**config.mk**
```make
export PLATFORM = sky130hd
export DESIGN_NAME = minmax_stream_9bit
export DESIGN_NICKNAME = d
export VERILOG_FILES = /design/src/rtl/minmax_stream_9bit.sv
export SDC_FILE = /design/constraint.sdc
export NUM_CORES = 1
export LEC_CHECK = 0
export ABC_AREA = 1
export CORE_AREA = 5 5 75 70
export DETAILED_ROUTE_END_ITERATION = 10
export DIE_AREA = 0 0 80 75
export SLEW_MARGIN = 10
export SYNTH_ARGS = -nofsm -noshare
export SYNTH_HDL_FRONTEND = slang
export SYNTH_SLANG_ARGS = --single-unit
```
**constraint.sdc**
```tcl
create_clock -name clk -period 5.8 [get_ports clk]
set_input_delay 1.74 -clock clk [delete_from_list [all_inputs] [get_ports clk]]
set_output_delay 1.74 -clock clk [all_outputs]
set_load 0.005 [all_outputs]
```
**src/rtl/minmax_stream_9bit.sv**
```systemverilog
// Streaming sign-magnitude min/max reduction over windows of up to WINDOW operands.
// Latency: result valid the cycle after the closing operand is accepted.
// Backpressure: inReady drops while a result waits; outData/outIndex hold until outReady.
//
// Ports:
//   clk, reset        - rising-edge clock, asynchronous active-high reset
//   mode              - 0 = min, 1 = max; latched with the first operand of a window
//   inValid/inReady   - operand handshake; inData is sign-magnitude, inLast closes early
//   outValid/outReady - result handshake; outData is the winning operand bit pattern
//   outIndex          - window position of the winner (only with MINMAX_ARGINDEX_EN)
//
// Optional feature macro: MINMAX_ARGINDEX_EN adds the outIndex port and index register.

module minmax_stream_9bit #(
  parameter int WIDTH  = 9,
  parameter int WINDOW = 4,
  parameter int IDX_W  = $clog2(WINDOW)
) (
  input  logic             clk,
  input  logic             reset,
  input  logic             mode,
  input  logic             inValid,
  output logic             inReady,
  input  logic [WIDTH-1:0] inData,
  input  logic             inLast,
  output logic             outValid,
  input  logic             outReady,
  output logic [WIDTH-1:0] outData
`ifdef MINMAX_ARGINDEX_EN
  ,
  output logic [IDX_W-1:0] outIndex
`endif
);

  // One extra bit so the counter can represent WINDOW itself.
  localparam int CNT_W = IDX_W + 1;
  localparam logic [CNT_W-1:0] LP_LAST = CNT_W'(WINDOW - 1);

  typedef enum logic [1:0] {
    S_IDLE  = 2'd0,
    S_ACCUM = 2'd1,
    S_DONE  = 2'd2
  } state_t;

  state_t r_state;
  state_t w_state_nxt;

  logic [WIDTH-1:0] r_acc;
  logic             r_mode;
  logic [CNT_W-1:0] r_cnt;
`ifdef MINMAX_ARGINDEX_EN
  logic [IDX_W-1:0] r_idx;
`endif

  logic w_in_fire;
  logic w_out_fire;
  logic w_close;
  logic w_wins;
  logic signed [WIDTH-1:0] w_new_tc;
  logic signed [WIDTH-1:0] w_acc_tc;

  // Map sign-magnitude onto two's complement so that -0 and +0 both become 0
  // and an ordinary signed compare gives the required ordering. The largest
  // magnitude is 2^(WIDTH-1)-1, so the negation always fits in WIDTH bits.
  function automatic logic signed [WIDTH-1:0] sm_to_tc(input logic [WIDTH-1:0] v);
    logic signed [WIDTH-1:0] mag;
    mag = signed'({1'b0, v[WIDTH-2:0]});
    return v[WIDTH-1] ? -mag : mag;
  endfunction

  assign w_new_tc = sm_to_tc(inData);
  assign w_acc_tc = sm_to_tc(r_acc);

  // Strict comparison: on a tie (including -0 vs +0) the earlier operand stays.
  assign w_wins = r_mode ? (w_new_tc > w_acc_tc) : (w_new_tc < w_acc_tc);

  assign w_in_fire  = inValid && inReady;
  assign w_out_fire = outValid && outReady;

  // Window closes on an explicit last or when the WINDOW-th operand arrives.
  // From IDLE only inLast can close it since WINDOW is at least 2.
  assign w_close = inLast || ((r_state == S_ACCUM) && (r_cnt == LP_LAST));

  // State register
  always_ff @(posedge clk or posedge reset) begin
    if (reset) begin
      r_state <= S_IDLE;
    end else begin
      r_state <= w_state_nxt;
    end
  end

  // Next state and handshake outputs; both outputs depend on state only.
  always_comb begin
    w_state_nxt = r_state;
    inReady     = 1'b0;
    outValid    = 1'b0;
    case (r_state)
      S_IDLE: begin
        inReady = 1'b1;
        if (w_in_fire) begin
          w_state_nxt = w_close ? S_DONE : S_ACCUM;
        end
      end
      S_ACCUM: begin
        inReady = 1'b1;
        if (w_in_fire && w_close) begin
          w_state_nxt = S_DONE;
        end
      end
      S_DONE: begin
        outValid = 1'b1;
        if (outReady) begin
          w_state_nxt = S_IDLE;
        end
      end
      default: begin
        w_state_nxt = S_IDLE;
      end
    endcase
  end

  // Accumulator, latched mode and operand count
  always_ff @(posedge clk or posedge reset) begin
    if (reset) begin
      r_acc  <= '0;
      r_mode <= 1'b0;
      r_cnt  <= '0;
    end else begin
      if (w_in_fire && (r_state == S_IDLE)) begin
        r_acc  <= inData;
        r_mode <= mode;
        r_cnt  <= CNT_W'(1);
      end else if (w_in_fire && (r_state == S_ACCUM)) begin
        if (w_wins) begin
          r_acc <= inData;
        end
        r_cnt <= r_cnt + CNT_W'(1);
      end else if (w_out_fire) begin
        r_cnt <= '0;
      end
    end
  end

  // The accumulator is only written while accepting operands, so it is
  // naturally stable for the whole DONE state.
  assign outData = r_acc;

`ifdef MINMAX_ARGINDEX_EN
  // The pre-increment count is the position of the operand being accepted.
  always_ff @(posedge clk or posedge reset) begin
    if (reset) begin
      r_idx <= '0;
    end else begin
      if (w_in_fire && (r_state == S_IDLE)) begin
        r_idx <= '0;
      end else if (w_in_fire && (r_state == S_ACCUM) && w_wins) begin
        r_idx <= r_cnt[IDX_W-1:0];
      end
    end
  end

  assign outIndex = r_idx;
`endif

endmodule

```
==> results.md <==
- Status: completed
- Fin crit period: 4.30 ns
- Post-CTS Setup Bufs: 0
- Detailed-route via count: 1202
- CP required: 5.93 ns
- Worst vdd ir: 0.212 mV
- WS Path Type: in -> reg
- Worst-path cell chain: clkdlybuf4s50_1 -> inv_1 -> ha_1 -> inv_1 -> nor3_1 -> nand2_1 -> o21ai_0 -> xor2_1 -> ha_1 -> nand2_1 -> nand2_1 -> a21oi_2 -> nand3_2 -> nand2_1 -> nand3_1 -> nand3_4 -> nand2_4 -> nand2_1 -> nand2_1
- HP Class: reg -> reg
- Final net count: 235
- Max Fclk: 233 MHz
- Vias per inst: 4.49
- ANT cells: 0
- Initial DRC Count: 34
- Top-area cell type share of the netlist area: 28.8%
- Routed Antenna Nets: 0
- Slew @ Worst Pin: 0.564 ns
- Cell with the most instances after synthesis: nand2_1
- Reg-to-Reg Start: outData[1]
- I/O pin total: 26
- DP Wirelength: 2600 um
- Gr usage total: 10.9%
- Num rows: 23
- Max incr delay on CP: 0.47 ns
- Clock power frac: 10.0%
- Asr flop ratio synth: 100%
- Reg power frac: 26.3%
- Internal power: 0.000439 W
- Die width: 80 um
- CP Data Arrival Time: 4.43 ns
- Static Leak: 0.843 nW
- Post-synth EDFFs: 0
- Setup-failing EPs final: 0
- Cell variety after synth: 29
- Leading post-synthesis cells by cell area: dfrtp_1, nand2_1, ha_1
- Hold buffers post-CTS: 0
- Fin cells: 268
- Die Ht: 75 um
- Cell repeated most along the worst path: nand2_1
- Yosys warnings: 0
- Vias in the first global route: 1097
- Register area share after synthesis: 28.8%
- Layout cells sized above 1: 7.28%
- Startpoint Class: primary input
- Max-slew headroom: 62.4%
- IO buf count: 25
- H-Tree Depth: 1
- CP max-delay cell: clkdlybuf4s50_1
- Die footprint: 6000 sq um
- Fin Setup TNS: 0 ns
- Psw: 0.000396 W
- Reg clk slew, reported paths: 0.06 ns
- Post-synth top cells: nand2_1, inv_1, dfrtp_1, nand3_1, ha_1
- Clk buf depth: 2
- WP buf/inv: 3
- Initial Util: 29.7%
- Final hold vios: 0
- Worst setup EP type: register
- Post-Synthesis Cells: 179
- Root buffer cell: clkbuf_8
- Synth Cell Area: 1300 sq um
- Top Family by Delay on Critical Path: simple AND/OR/NAND/NOR gates
- Worst-skew pair later-pin latency: 0.24 ns
- Placed cell count: 264
- Worst Hold Depth: 2
- Top FF cell, synth: dfrtp_1
- R2r worst-path depth: 17
- Worst hold start: r_cnt[2]
- CTS sink cnt: 15
- RSZ-0062 raised after global routing: no
- Largest fanout on the critical path: 10
- Syn Nets: 207
- Drt pass-1 iters: 4
- Global-route wire length before repair: 5130 um
- Largest net degree at the start of global routing: 16
- Final period util: 74.1%
- Slew Limit Fails: 0
- CTS tree: yes
- Syn_area_per_cell: 7.27 sq um
- Max-cap violation count: 0
- Final WL: 3070 um
- Largest area contributor in the synthesized netlist: dfrtp_1
- Total gr overflow: 0
- R2R setup slack: 3.11 ns
- Global placement routability congestion: 0.765
- Post-cts sizing count: 0
- Core Area: 4370 sq um
- Hold endpoint: r_cnt[2]
- WL per Instance: 11.4 um
- Power per cell area: 503 nW/um^2
- Gate power share: 63.7%
- FILL cells: 475
- Sw frac: 47.4%
- RR Endpoint: outData[8]
- Seq cells post-synth: 15
- Synthesis-to-finish area growth: 27.5%
- TritonCTS buffer count: 3
- DRC Markers: 0
- Clock Skews: 0.00255 ns
- Initial antenna violation count: 0
## tightest hold or removal path, delay by kind of cell (launching register included)
family,cells,cell delay [ns]
AOI/OAI and AO/OA,1,0.06
and+or+nand+nor,1,0.07
DFF,1,0.34
## flip-flops by register name, indices dropped and copies added (netlist names)
name and count:
r_mode 1, r_cnt 3, outData 9, r_state 2
## power groups by stage
stage | sequential (W) | clock (W) | combinational [W]
global route | 0.000230 | 0.0000919 | 0.000610
detailed placement | 0.000222 | 0 | 0.000538
global placement | 0.000223 | 0 | 0.000530
CTS | 0.000220 | 0.0000857 | 0.000540
finish | 0.000219 | 0.0000837 | 0.000532
floorplan | 0.000202 | 0 | 0.000386
## metrics by stage
step | setup WS (ns) | cell area (sq um) | utilization (%) | hold WS [ns] | power [W]
after global placement | 1.26 | 1610 | 36.9 | 0.491 | 0.000752
after detailed placement | 1.23 | 1610 | 36.9 | 0.508 | 0.000760
after global routing | 1.18 | 1660 | 37.9 | 0.551 | 0.000932
final | 1.50 | 1660 | 37.9 | 0.511 | 0.000835
after floorplan | 2.05 | 1300 | - | 0.473 | 0.000588
after CTS | 1.47 | 1660 | 37.9 | 0.520 | 0.000846
## metal layers
metal  vias up  wire length, um  global-route usage, %
li1        633                -                      -
met1       539             1500                   15.8
met2        26             1450                   17.2
met3         4               85                   1.56
met4         0               38                   3.00
met5         -                0                      0
## logic make-up (layout without fill, tap and decap cells)
kind of cell,after synthesis,after routing,synth area share (%)
buffers and inverters,33,60,10.2
AO/OA/AOI/OAI,19,19,9.52
flip-flops,15,15,28.8
adder cells (fa/ha/maj),13,13,12.5
AND/OR/NAND/NOR,88,88,31.5
XOR/XNOR,11,11,7.40
## layout make-up
type	count	area [sq um]	area share, %
Multi-Input combinational cell	131	793	47.8
Timing Repair Buffer	25	250	15.1
Sequential cell	15	375	22.6
Tap cell	62	77.6	4.68
Clock buffer	3	41.3	2.49
Inverter	31	116	7.01
Clock inverter	1	5.00	0.302
## how the worst max path moves through the flow
stage,start,end,slack (ns),cells after the start
2_1_floorplan,inData[0],outData[2],2.05,18
3_3_place_gp,inData[0],outData[8],1.26,19
3_5_place_dp,inData[0],outData[6],1.23,19
4_1_cts,inData[0],outData[8],1.47,19
5_1_grt,inData[0],outData[8],1.18,19
6_report,inData[0],outData[8],1.50,19
## cell usage in the layout, fill, tap and decap left out, drive strengths merged
cell / count
nand2: 53
inv: 31
clkdlybuf4s50: 25
nand3: 18
dfrtp: 15
ha: 13
nor2: 11
xor2: 9
o31ai: 5
a21oi: 5
o21ai: 4
nor3: 3
clkbuf: 3
a22oi: 2
xnor2: 2
nand4: 1
o2bb2ai: 1
o211ai: 1
nor3b: 1
a31oi: 1
or2: 1
clkinv: 1
(Power assumes the default switching activity.)
==> patch 1, RTL diff (same settings) <==
The parameter `WINDOW` goes from 4 to 2.
--- a/src/rtl/minmax_stream_9bit.sv
+++ b/src/rtl/minmax_stream_9bit.sv
@@ -13,7 +13,7 @@
 
 module minmax_stream_9bit #(
   parameter int WIDTH  = 9,
-  parameter int WINDOW = 4,
+  parameter int WINDOW = 2,
   parameter int IDX_W  = $clog2(WINDOW)
 ) (
   input  logic             clk,
Check against the original RTL: not equivalent (Yosys sat finds a counterexample within 4 cycles, from zero or initial values and one cycle with reset high).
==> patch 1 against the original RTL <==
- synthesized area shrank 2.7%
- first-iteration DRC count increased by 21%
- worst setup slack better by 0.041 ns
- non-clock buffer count unchanged
- routed wire length down 1.1%
- sequential cell count down 1
- synthesized cell count down 2.2%
- cell area down 1.4%
- total power down 11%
- largest cell class unchanged
==> patch 1: results (changes against the original RTL) <==
Slew headroom - 63.4% (+1.1 points)
reg2reg setup slack - 3.02 ns (-0.09 ns)
sequential share of the synthesized area - 27.7% (-1.2 points)
Crit Path Max Fanout - 9 (-1)
Iter 0 DRT Violations - 41 (+21%)
outcome - complete, no violations
Routed WL - 3.03 mm (-1.1%)
WHS - 0.480 ns (-0.0311 ns)
RD Place Congestion - 0.806 (+5.3%)
met1 WL - 1.58 mm (+5.5%)
dominant cells by area after synthesis - dfrtp_1 (28%), ha_1 (12%), nand2_1 (10%), inv_1 (9.8%), nand3_1 (8.7%)
r2r endpoint - outData[1]$_DFFE_PP0P_
dpl hpwl - 2.43 mm (-6.4%)
dpl cell area - 0.00158 sq mm (-2.0%)
Sw Pwr - 0.345 mW (-13%)
Synth top cells by count - nand2_1 (35), inv_1 (33), nand3_1 (22)
WHS Path Cells - 1 (-1)
Met3 Wirelength - 109 um (+28%)
nets - 229 (-2.6%)
Peak VDD IR - 189 uV (-11%)
skew final - 0.00553 ns (+0.00298 ns)
all-layer global routing usage - 10.6% (-0.31 points)
LEAKAGE - 0.815 nW (-3.3%)
met2 wire length - 1.31 mm (-9.5%)
Mapped Nets - 202 (-2.4%)
==> patch 1: worst max-delay path by stage <==
stage                                   endpoint  cells after the start
final                     outData[1]$_DFFE_PP0P_                     17
after global routing      outData[1]$_DFFE_PP0P_                     17
after CTS                 outData[1]$_DFFE_PP0P_                     17
after detailed placement  outData[1]$_DFFE_PP0P_                     17
after global placement    outData[3]$_DFFE_PP0P_                     17
after floorplan           outData[8]$_DFFE_PP0P_                     16
==> patch 1: stage by stage <==
stage          setup WS (ns)  power (mW)  instances  utilization [%]
6_report                1.54       0.746        263             37.4
4_1_cts                 1.50       0.755        263             37.4
3_3_place_gp            1.24       0.649        259             36.1
2_1_floorplan           2.09       0.507        175                -
3_5_place_dp            1.25       0.655        259             36.1
5_1_grt                 1.25       0.825        263             37.4
==> patch 1: cell families (layout without fill, tap and decap cells) <==
family	after synthesis	after routing	share of synthesized area (%)
buffers and inverters	36	62	10.9
AO/OA/AOI/OAI	16	16	7.90
AND/OR/NAND/NOR	84	84	32.3
flip-flops	14	14	27.7
XOR/XNOR	11	11	7.61
multiplexers	2	2	1.78
adder cells (fa/ha/maj)	12	12	11.9
==> patch 1: layout make-up <==
cell class / count / area [sq um] / area share (%)
flip-flops and latches: 14 / 350 / 21.4
repair buffers: 25 / 250 / 15.3
clock buffers: 4 / 55.1 / 3.37
inverters: 33 / 124 / 7.57
well taps: 62 / 77.6 / 4.74
multi-input cells: 125 / 778 / 47.6
==> patch 1: power by group through the flow <==
stage / combinational, mW / sequential [mW] / clock, mW
after floorplan: 0.334 / 0.172 / 0
after global placement: 0.463 / 0.187 / 0
after detailed placement: 0.469 / 0.186 / 0
after CTS: 0.471 / 0.185 / 0.0983
after global routing: 0.531 / 0.192 / 0.102
final: 0.463 / 0.186 / 0.0967
==> patch 1: routing by layer <==
layer  track usage (%)  up-vias
met2              15.5       24
li1                  -      617
met1              15.9      536
met4              3.94        0
met5                 0        -
met3              1.44        4
==> patch 2, RTL diff (same settings) <==
Without the edit above. Re-encode `state_t` (3 states) as one-hot, 3 bits wide.
--- a/src/rtl/minmax_stream_9bit.sv
+++ b/src/rtl/minmax_stream_9bit.sv
@@ -36,10 +36,10 @@
   localparam int CNT_W = IDX_W + 1;
   localparam logic [CNT_W-1:0] LP_LAST = CNT_W'(WINDOW - 1);
 
-  typedef enum logic [1:0] {
-    S_IDLE  = 2'd0,
-    S_ACCUM = 2'd1,
-    S_DONE  = 2'd2
+  typedef enum logic [2:0] {
+    S_IDLE  = 3'b001,
+    S_ACCUM = 3'b010,
+    S_DONE  = 3'b100
   } state_t;
 
   state_t r_state;
Function: same outputs for any inputs over 10 cycles, from zero or initial values and one cycle with reset high; not proved beyond that.
==> patch 2 against the original RTL <==
- non-clock buffer count stayed put
- die area stayed put
- critical path depth is 3 lower
- cell area is 4.8% higher
- worst setup slack worse by 0.011 ns
- synthesized cell count is 5.6% higher
- total power is 4.7% higher
- via count is 2.6% higher
- sequential cell count is 1 higher
- synthesized area is 4.9% higher
- routed wire length is 3.4% higher
- largest cell class unchanged
- highest routed layer unchanged
==> patch 2: results (changes against the original RTL) <==
outcome - complete, no violations
Synth top cells by count - nand2_1 (46), inv_1 (33), dfrtp_1 (15), nand3_1 (15), ha_1 (13)
worst reg2reg path depth - 19 (+2)
reg2reg setup slack - 3.07 ns (-0.04 ns)
worst slack at placement - 1.28 ns (+0.0506 ns)
RD Place Congestion - 0.837 (+9.4%)
hold endpoint - outData[1]$_DFFE_PP0P_
sequential share of the synthesized area - 29.4% (+0.58 points)
Mapped Nets - 217 (+4.8%)
met1 WL - 1.57 mm (+4.7%)
dpl hpwl - 2.58 mm (-0.57%)
FF-to-FF Start - outData[0]$_DFFE_PP0P_
Crit path largest cell delay - 0.51 ns (+0.04 ns)
Met3 Wirelength - 164 um (+93%)
nets - 245 (+4.3%)
all-layer global routing usage - 11.5% (+0.59 points)
largest net degree at the start of global routing - 17 (+1)
skew final - 0.00419 ns (+0.00164 ns)
first-pass GRT wire length - 5.47 mm (+6.6%)
hold_sp - outData[1]$_DFFE_PP0P_
layout cells sized above 1 - 9.72% (+2.4 points)
r2r endpoint - outData[4]$_DFFE_PP0P_
Peak VDD IR - 218 uV (+2.9%)
DRT Pass-1 Iters - 4 (unchanged)
met2 wire length - 1.42 mm (-1.7%)
Netlist cell types - 31 (+6.9%)
routed vias - 1233 (+2.6%)
dominant cells by area after synthesis - dfrtp_1 (27%), nand2_1 (13%), ha_1 (12%), inv_1 (9.1%), nand3_1 (5.5%)
-- patch 2: worst max-delay path by stage --
stage	start	end	slack [ns]	cells after the start
floorplan	inData[0]	outData[5]$_DFFE_PP0P_	2.05	18
global placement	inData[2]	outData[1]$_DFFE_PP0P_	1.26	16
detailed placement	inData[2]	outData[4]$_DFFE_PP0P_	1.28	16
CTS	inData[2]	outData[4]$_DFFE_PP0P_	1.53	16
global route	inData[2]	outData[6]$_DFFE_PP0P_	1.20	16
finish	inData[2]	outData[4]$_DFFE_PP0P_	1.49	16
-- patch 2: metrics by stage --
step / hold slack (ns) / utilization, % / std cells / instance area [sq um]
finish: 0.514 / 39.7 / 278 / 1740
global placement: 0.504 / 38.5 / 274 / 1680
CTS: 0.523 / 39.7 / 278 / 1740
floorplan: 0.478 / - / 189 / 1370
detailed placement: 0.509 / 38.5 / 274 / 1680
global route: 0.549 / 39.7 / 278 / 1740
-- patch 2: worst register-to-register path: stages (launching register included) --
cell and delay, ns:
dfrtp_1 0.43, inv_1 0.09, ha_1 0.16, inv_1 0.05, nor2_1 0.08, inv_1 0.07, nor3_1 0.16, inv_1 0.08
o31ai_1 0.21, ha_1 0.31, nand2_2 0.12, inv_2 0.04, a21oi_2 0.16, nand3_2 0.08, nand2_1 0.07, nand3_1 0.11
nand3_4 0.16, nand2_4 0.10, nand2_1 0.07, nand2_1 0.05
-- patch 2: cell families (layout without fill, tap and decap cells) --
group	after synthesis	in the layout	synth area share (%)
xor+xnor	11	11	7.06
buf+inv	39	66	10.9
simple gates	88	88	31.2
compound gates	22	22	9.53
flops	16	16	29.4
fa+ha+maj	13	13	11.9
-- patch 2: area by class of cell --
cell class              count  area, sq um  area share [%]
inverters                  37          139            7.99
clock buffers               4         55.1            3.17
flip-flops and latches     16          402            23.1
repair buffers             25          250            14.4
multi-input cells         134          815            46.9
well taps                  62         77.6            4.46
-- patch 2: routing by layer --
metal	up-vias	GRT usage, %
li1	659	-
met1	547	15.4
met2	25	19.3
met3	2	2.03
met4	0	3.38
met5	-	0
-- patch 2: where the power goes --
group	total [mW]	internal (mW)	leakage, nW	switching, mW
sequential	0.223	0.162	0.199	0.0605
clock	0.0982	0.0602	0.0288	0.0380
combinational	0.553	0.244	0.640	0.309
total	0.874	0.466	0.868	0.408
